<file path="src/rtl/ahbl_arbiter.sv">
// ahbl_arbiter: N-master to 1-slave AHB-Lite arbiter.
// Each upstream port looks like an AHB-Lite slave to its master. An address
// phase that is not issued downstream is parked in a per-port buffer, and
// the master is stalled through its own hready until the buffered transfer
// completes.
// Optional macro AHBL_ARBITER_ROUND_ROBIN_EN selects rotating priority.
// Without it, priority is fixed and the lowest port index wins.
module ahbl_arbiter #(
    parameter int N_PORTS = 2,
    parameter int W_ADDR  = 32,
    parameter int W_DATA  = 32
) (
    input  logic                      clk,
    input  logic                      rst_n,
    input  logic [N_PORTS*W_ADDR-1:0] src_haddr,
    input  logic [N_PORTS-1:0]        src_hwrite,
    input  logic [N_PORTS-1:0]        src_hmastlock,
    input  logic [N_PORTS*2-1:0]      src_htrans,
    input  logic [N_PORTS*3-1:0]      src_hsize,
    input  logic [N_PORTS*3-1:0]      src_hburst,
    input  logic [N_PORTS*4-1:0]      src_hprot,
    input  logic [N_PORTS*W_DATA-1:0] src_hwdata,
    output logic [N_PORTS-1:0]        src_hready,
    output logic [N_PORTS-1:0]        src_hresp,
    output logic [N_PORTS*W_DATA-1:0] src_hrdata,
    output logic [W_ADDR-1:0]         dst_haddr,
    output logic                      dst_hwrite,
    output logic [1:0]                dst_htrans,
    output logic [2:0]                dst_hsize,
    output logic [2:0]                dst_hburst,
    output logic [3:0]                dst_hprot,
    output logic                      dst_hmastlock,
    output logic [W_DATA-1:0]         dst_hwdata,
    output logic                      dst_hready,
    input  logic                      dst_hready_resp,
    input  logic                      dst_hresp,
    input  logic [W_DATA-1:0]         dst_hrdata
);

    localparam int W_IDX = (N_PORTS > 1) ? $clog2(N_PORTS) : 1;
    localparam logic [1:0] HTRANS_IDLE   = 2'b00;
    localparam logic [1:0] HTRANS_NONSEQ = 2'b10;

    typedef struct packed {
        logic [W_ADDR-1:0] haddr;
        logic              hwrite;
        logic [1:0]        htrans;
        logic [2:0]        hsize;
        logic [2:0]        hburst;
        logic [3:0]        hprot;
        logic              hmastlock;
    } aph_t;

    aph_t               live_aph [N_PORTS];
    aph_t               buf_aph  [N_PORTS];
    aph_t               sel_aph;
    aph_t               last_aph;
    aph_t               dst_aph;
    logic [N_PORTS-1:0] buf_vld;
    logic [N_PORTS-1:0] live;
    logic [N_PORTS-1:0] pending;
    logic [W_IDX-1:0]   winner;
    logic [W_IDX-1:0]   lock_port;
    logic [W_IDX-1:0]   dph_port;
    logic               grant_vld;
    logic               lock_active;
    logic               dph_vld;
    logic               issue;

`ifdef AHBL_ARBITER_ROUND_ROBIN_EN
    logic [W_IDX-1:0]   rr_ptr;
`endif

    // Unpack the flat per-port buses into one address-phase record per port
    always_comb begin
        for (int i = 0; i < N_PORTS; i++) begin
            live_aph[i].haddr     = src_haddr[i*W_ADDR +: W_ADDR];
            live_aph[i].hwrite    = src_hwrite[i];
            live_aph[i].htrans    = src_htrans[i*2 +: 2];
            live_aph[i].hsize     = src_hsize[i*3 +: 3];
            live_aph[i].hburst    = src_hburst[i*3 +: 3];
            live_aph[i].hprot     = src_hprot[i*4 +: 4];
            live_aph[i].hmastlock = src_hmastlock[i];
        end
    end

    // Per-port ready/response: data-phase owner sees the slave, a buffered port is stalled
    always_comb begin
        for (int i = 0; i < N_PORTS; i++) begin
            src_hready[i] = 1'b1;
            src_hresp[i]  = 1'b0;
            if (dph_vld && dph_port == W_IDX'(i)) begin
                src_hready[i] = dst_hready_resp;
                src_hresp[i]  = dst_hresp;
            end else if (buf_vld[i]) begin
                src_hready[i] = 1'b0;
            end
        end
    end

    // A port requests when it has a buffered phase or a fresh transfer this cycle
    always_comb begin
        for (int i = 0; i < N_PORTS; i++) begin
            live[i]    = src_htrans[i*2+1] && src_hready[i] && !buf_vld[i];
            pending[i] = buf_vld[i] || live[i];
        end
    end

    // Pick the winner: a locked owner keeps the bus, otherwise priority search
    always_comb begin
        winner    = '0;
        grant_vld = 1'b0;
        if (lock_active) begin
            winner    = lock_port;
            grant_vld = pending[lock_port];
        end else begin
`ifdef AHBL_ARBITER_ROUND_ROBIN_EN
            for (int k = N_PORTS - 1; k >= 0; k--) begin
                if (pending[(int'(rr_ptr) + k) % N_PORTS]) begin
                    winner    = W_IDX'((int'(rr_ptr) + k) % N_PORTS);
                    grant_vld = 1'b1;
                end
            end
`else
            for (int i = N_PORTS - 1; i >= 0; i--) begin
                if (pending[i]) begin
                    winner    = W_IDX'(i);
                    grant_vld = 1'b1;
                end
            end
`endif
        end
    end

    // Route the winner's address phase (buffered copy first) to the slave
    always_comb begin
        sel_aph = buf_vld[winner] ? buf_aph[winner] : live_aph[winner];
        dst_aph = grant_vld ? sel_aph : last_aph;
        issue   = dst_hready_resp && grant_vld;
    end

    assign dst_haddr     = dst_aph.haddr;
    assign dst_hwrite    = dst_aph.hwrite;
    assign dst_htrans    = dst_aph.htrans;
    assign dst_hsize     = dst_aph.hsize;
    assign dst_hburst    = dst_aph.hburst;
    assign dst_hprot     = dst_aph.hprot;
    assign dst_hmastlock = dst_aph.hmastlock;
    assign dst_hready    = dst_hready_resp;
    assign dst_hwdata    = src_hwdata[dph_port*W_DATA +: W_DATA];
    assign src_hrdata    = {N_PORTS{dst_hrdata}};

    // Capture live requests that are not issued; release a buffer once it is issued
    always_ff @(posedge clk or negedge rst_n) begin
        if (!rst_n) begin
            buf_vld <= '0;
            for (int i = 0; i < N_PORTS; i++) begin
                buf_aph[i] <= '0;
            end
        end else begin
            for (int i = 0; i < N_PORTS; i++) begin
                if (buf_vld[i]) begin
                    if (issue && winner == W_IDX'(i)) begin
                        buf_vld[i] <= 1'b0;
                    end
                end else if (live[i] && !(issue && winner == W_IDX'(i))) begin
                    buf_vld[i] <= 1'b1;
                    buf_aph[i] <= live_aph[i];
                end
            end
        end
    end

    // Track the data-phase owner and remember the last issued address for idle cycles
    always_ff @(posedge clk or negedge rst_n) begin
        if (!rst_n) begin
            dph_vld  <= 1'b0;
            dph_port <= '0;
            last_aph <= '0;
        end else if (dst_hready_resp) begin
            dph_vld  <= grant_vld && sel_aph.htrans[1];
            dph_port <= winner;
            if (grant_vld) begin
                last_aph        <= sel_aph;
                last_aph.htrans <= HTRANS_IDLE;
            end
        end
    end

    // Hold the grant on a port while its issued phases carry hmastlock
    always_ff @(posedge clk or negedge rst_n) begin
        if (!rst_n) begin
            lock_active <= 1'b0;
            lock_port   <= '0;
        end else if (dst_hready_resp) begin
            if (grant_vld) begin
                lock_active <= sel_aph.hmastlock;
                lock_port   <= winner;
            end else begin
                lock_active <= lock_active && src_hmastlock[lock_port];
            end
        end
    end

`ifdef AHBL_ARBITER_ROUND_ROBIN_EN
    // Rotate the search start past the winner of each unlocked NONSEQ issue
    always_ff @(posedge clk or negedge rst_n) begin
        if (!rst_n) begin
            rr_ptr <= '0;
        end else if (issue && sel_aph.htrans == HTRANS_NONSEQ && !lock_active && !sel_aph.hmastlock) begin
            rr_ptr <= (winner == W_IDX'(N_PORTS - 1)) ? '0 : winner + 1'b1;
        end
    end
`endif

endmodule

</file>
<file path="config.mk">
export PLATFORM = sky130hd
export DESIGN_NAME = ahbl_arbiter
export DESIGN_NICKNAME = d
export VERILOG_FILES = /design/src/rtl/ahbl_arbiter.sv
export SDC_FILE = /design/constraint.sdc
export NUM_CORES = 1
export LEC_CHECK = 0
export CAP_MARGIN = 20
export CORE_MARGIN = 2
export CORE_UTILIZATION = 25
export DETAILED_ROUTE_END_ITERATION = 6
export GPL_TIMING_DRIVEN = 0
export SYNTH_ARGS = -nofsm -noshare
export SYNTH_HDL_FRONTEND = slang
export SYNTH_SLANG_ARGS = --single-unit
</file>
<file path="constraint.sdc">
create_clock -name clk -period 7.2 [get_ports clk]
set_input_delay 1.44 -clock clk [delete_from_list [all_inputs] [get_ports clk]]
set_output_delay 1.44 -clock clk [all_outputs]
set_load 0.01 [all_outputs]
</file>
==> metrics.txt <==
crit path time final=about 6.5 ns; Slew HR=31.0%; post-synth top area share=between 40 and 50%; Max Freq=155 MHz; power per cell area=between 400 and 500 nW/um^2; post-CTS setup repair buffer count=0; cell with the most instances after synthesis=dfrtp_1; Synth Instances=819; RSZ-0062 raised after global routing=no; vias in the first global route=between 7,000 and 8,000; flops & latches, synth=142; WL final=about 33 mm; DP Cell Count=approximately 1,600; # nets final=1,338; Area growth, synth to finish=49.2%; max cap viols=0; Main synth FF type=dfrtp_1; number of synthesized flops with an enable pin=0; drt wl/cell=20.5 um; Metal-1 WL=roughly 14 mm; Worst-Margin Slew=slightly above 1 ns; Synth Cell Area=~8700 sq um; Syn Nets=roughly 1,000; total gr overflow=0; antenna violations before repair=3; register-to-register setup slack=~4.3 ns; Core Rows=68; Syn Area/Cell=10.6 sq um; H-tree level count=4; DR WL met3=1.98 mm; Vias per Instance=a little under 5; Die X-Extent=~190 um; Critical Path Source=dst_hready_resp; Crit Reg-Reg Startpoint=lock_port; GPL Wtd Cong=slightly below 0.8; post-route clock period utilization=roughly nine tenths; HP Start=buf_aph[58]; register area share after synthesis=roughly two fifths; Initial DRC Count=~380; Setup TNS=0 ns; P_leak=between 0.005 and 0.006 uW; Placeable Area=between 30,000 and 40,000 sq um; clock sinks=around 140; skew final=approximately 0.015 ns; commonest cells in the netlist=142 x dfrtp_1, 120 x mux2_2, 89 x o21ai_0; CTS root buf=clkbuf_16; final count of pins violating max slew=0; pin count of the biggest net entering global routing=86; vias=~8,000; Yosys top cell by area=dfrtp_1; Crit. End Element=output pin; Overall Global Routing Usage=18.0%; I/O Buffers=306; share of synthesized registers carrying an async set or reset=between 90% and 100%; Fin. Hold Viols=0; first-pass iteration count of the detailed router=5; die height=about 190 um; worst skew pair latency=about 0.44 ns; Min Hold Slack=between 0.4 and 0.5 ns; met2 WL=roughly 16 mm; total die area=roughly 36,000 sq um; Reg clk slew, reported paths=~0.06 ns; Warnings, synthesis=0; ANT nets after route=0; critical path required time=between 5 and 6 ns; CTS tree=built; status=completed; critical-path maximum fanout=10; maximum VDD drop=0.194 mV; WS Path Type=input pin to output pin; Initial Util=between 20% and 30%; share of layout cells above drive strength 1=25.3%; Worst Path Arrival=about 5.0 ns; total CTS buffers=17; Max Root-Sink Buffers=2; io pins=approximately 340; highest metal used=met5; Worst setup SP type=input pin; CTS Hold Buffers Added=0; Netlist cell types=42; post-CTS sizing=0; hpwl dp=around 25 mm; DRC=0; Synth area leaders=dfrtp_1 41%, mux2_2 16%, o31ai_1 7.2%, and3_1 6.3%, buf_4 6.1%; Layout Cells excl Fill=around 1,600; global-route wire length before repair=between 40 and 50 mm; # setup viols final=0; Hold/Removal Path Class=flip-flop to flip-flop
metal layers:
layer	GRT usage, %	up-vias
li1	-	3711
met1	22.5	3958
met2	31.2	318
met3	3.31	38
met4	5.64	2
met5	0	-
flip-flops by register name (all words and copies together) (netlist names):
register	cells
buf_vld	2
dph_vld	1
lock_port	1
lock_active	1
buf_aph	92
last_aph	44
dph_port	1
per-stage QoR:
step	cell area (sq um)	total power, uW	util, %	setup WS, ns
finish	13000	5440	37.7	0.730
global route	13000	5780	37.7	0.563
CTS	12900	5470	37.6	0.409
detailed placement	12300	4560	35.9	0.411
global placement	12300	4510	35.8	-1.60
floorplan	8690	3130	-	2.57
layout make-up:
| class | instances | area [sq um] |
|---|---|---|
| Fill cell | 3421 | 21400 |
| Multi-Input combinational cell | 528 | 4250 |
| Sequential cell | 142 | 3550 |
| Timing Repair Buffer | 308 | 3110 |
| Buffer | 145 | 870 |
| Tap cell | 455 | 569 |
| Clock buffer | 17 | 425 |
| Clock inverter | 15 | 169 |
| Inverter | 4 | 15.0 |
| Antenna cell | 2 | 5.00 |
where the power goes:
part           switching (uW)  internal (uW)  leakage, uW
combinational            1630           1510      0.00322
clock                     409            495     0.000290
sequential                200           1190      0.00169
cell usage in the layout, fill, tap and decap left out, drive strengths merged, types with 2 or more instances in the layout:
master           n
and2             2
dfrtp          142
clkbuf          67
and3            88
o21ai           90
nor3             2
a211oi          89
clkinv           3
buf             98
o221ai           2
o31ai           90
nor2             6
inv             14
or2              4
mux2           122
diode            2
o21a             2
nand2b           3
nand2            7
clkdlybuf4s50  305
a21oi            6
a21o             2
cell families after synthesis:
family,count (synthesis),synth area share [%]
compound gates,290,24.8
mux,123,15.9
simple gates,115,8.15
buf+inv,149,10.2
flops,142,40.9
worst paths after layout:
check / to / cells after the start
hold / removal: buf_aph[58] / 1
setup / recovery: dst_hburst[0] / 10
hold reg to reg: buf_aph[58] / 1
setup reg to reg: last_aph[36] / 7
max in group asynchronous: buf_vld[0] / 2
min in group asynchronous: buf_aph[20] / 1
critical path, stage by stage:
cell,delay [ns]
clkdlybuf4s50_1,0.54
buf_4,0.24
or3b_4,0.39
a21o_4,0.25
nor2_1,0.74
or2_2,0.23
buf_4,0.19
buf_2,0.29
o31ai_1,0.16
clkdlybuf4s50_1,0.56
Note: power is estimated with default switching activity, not from simulation.
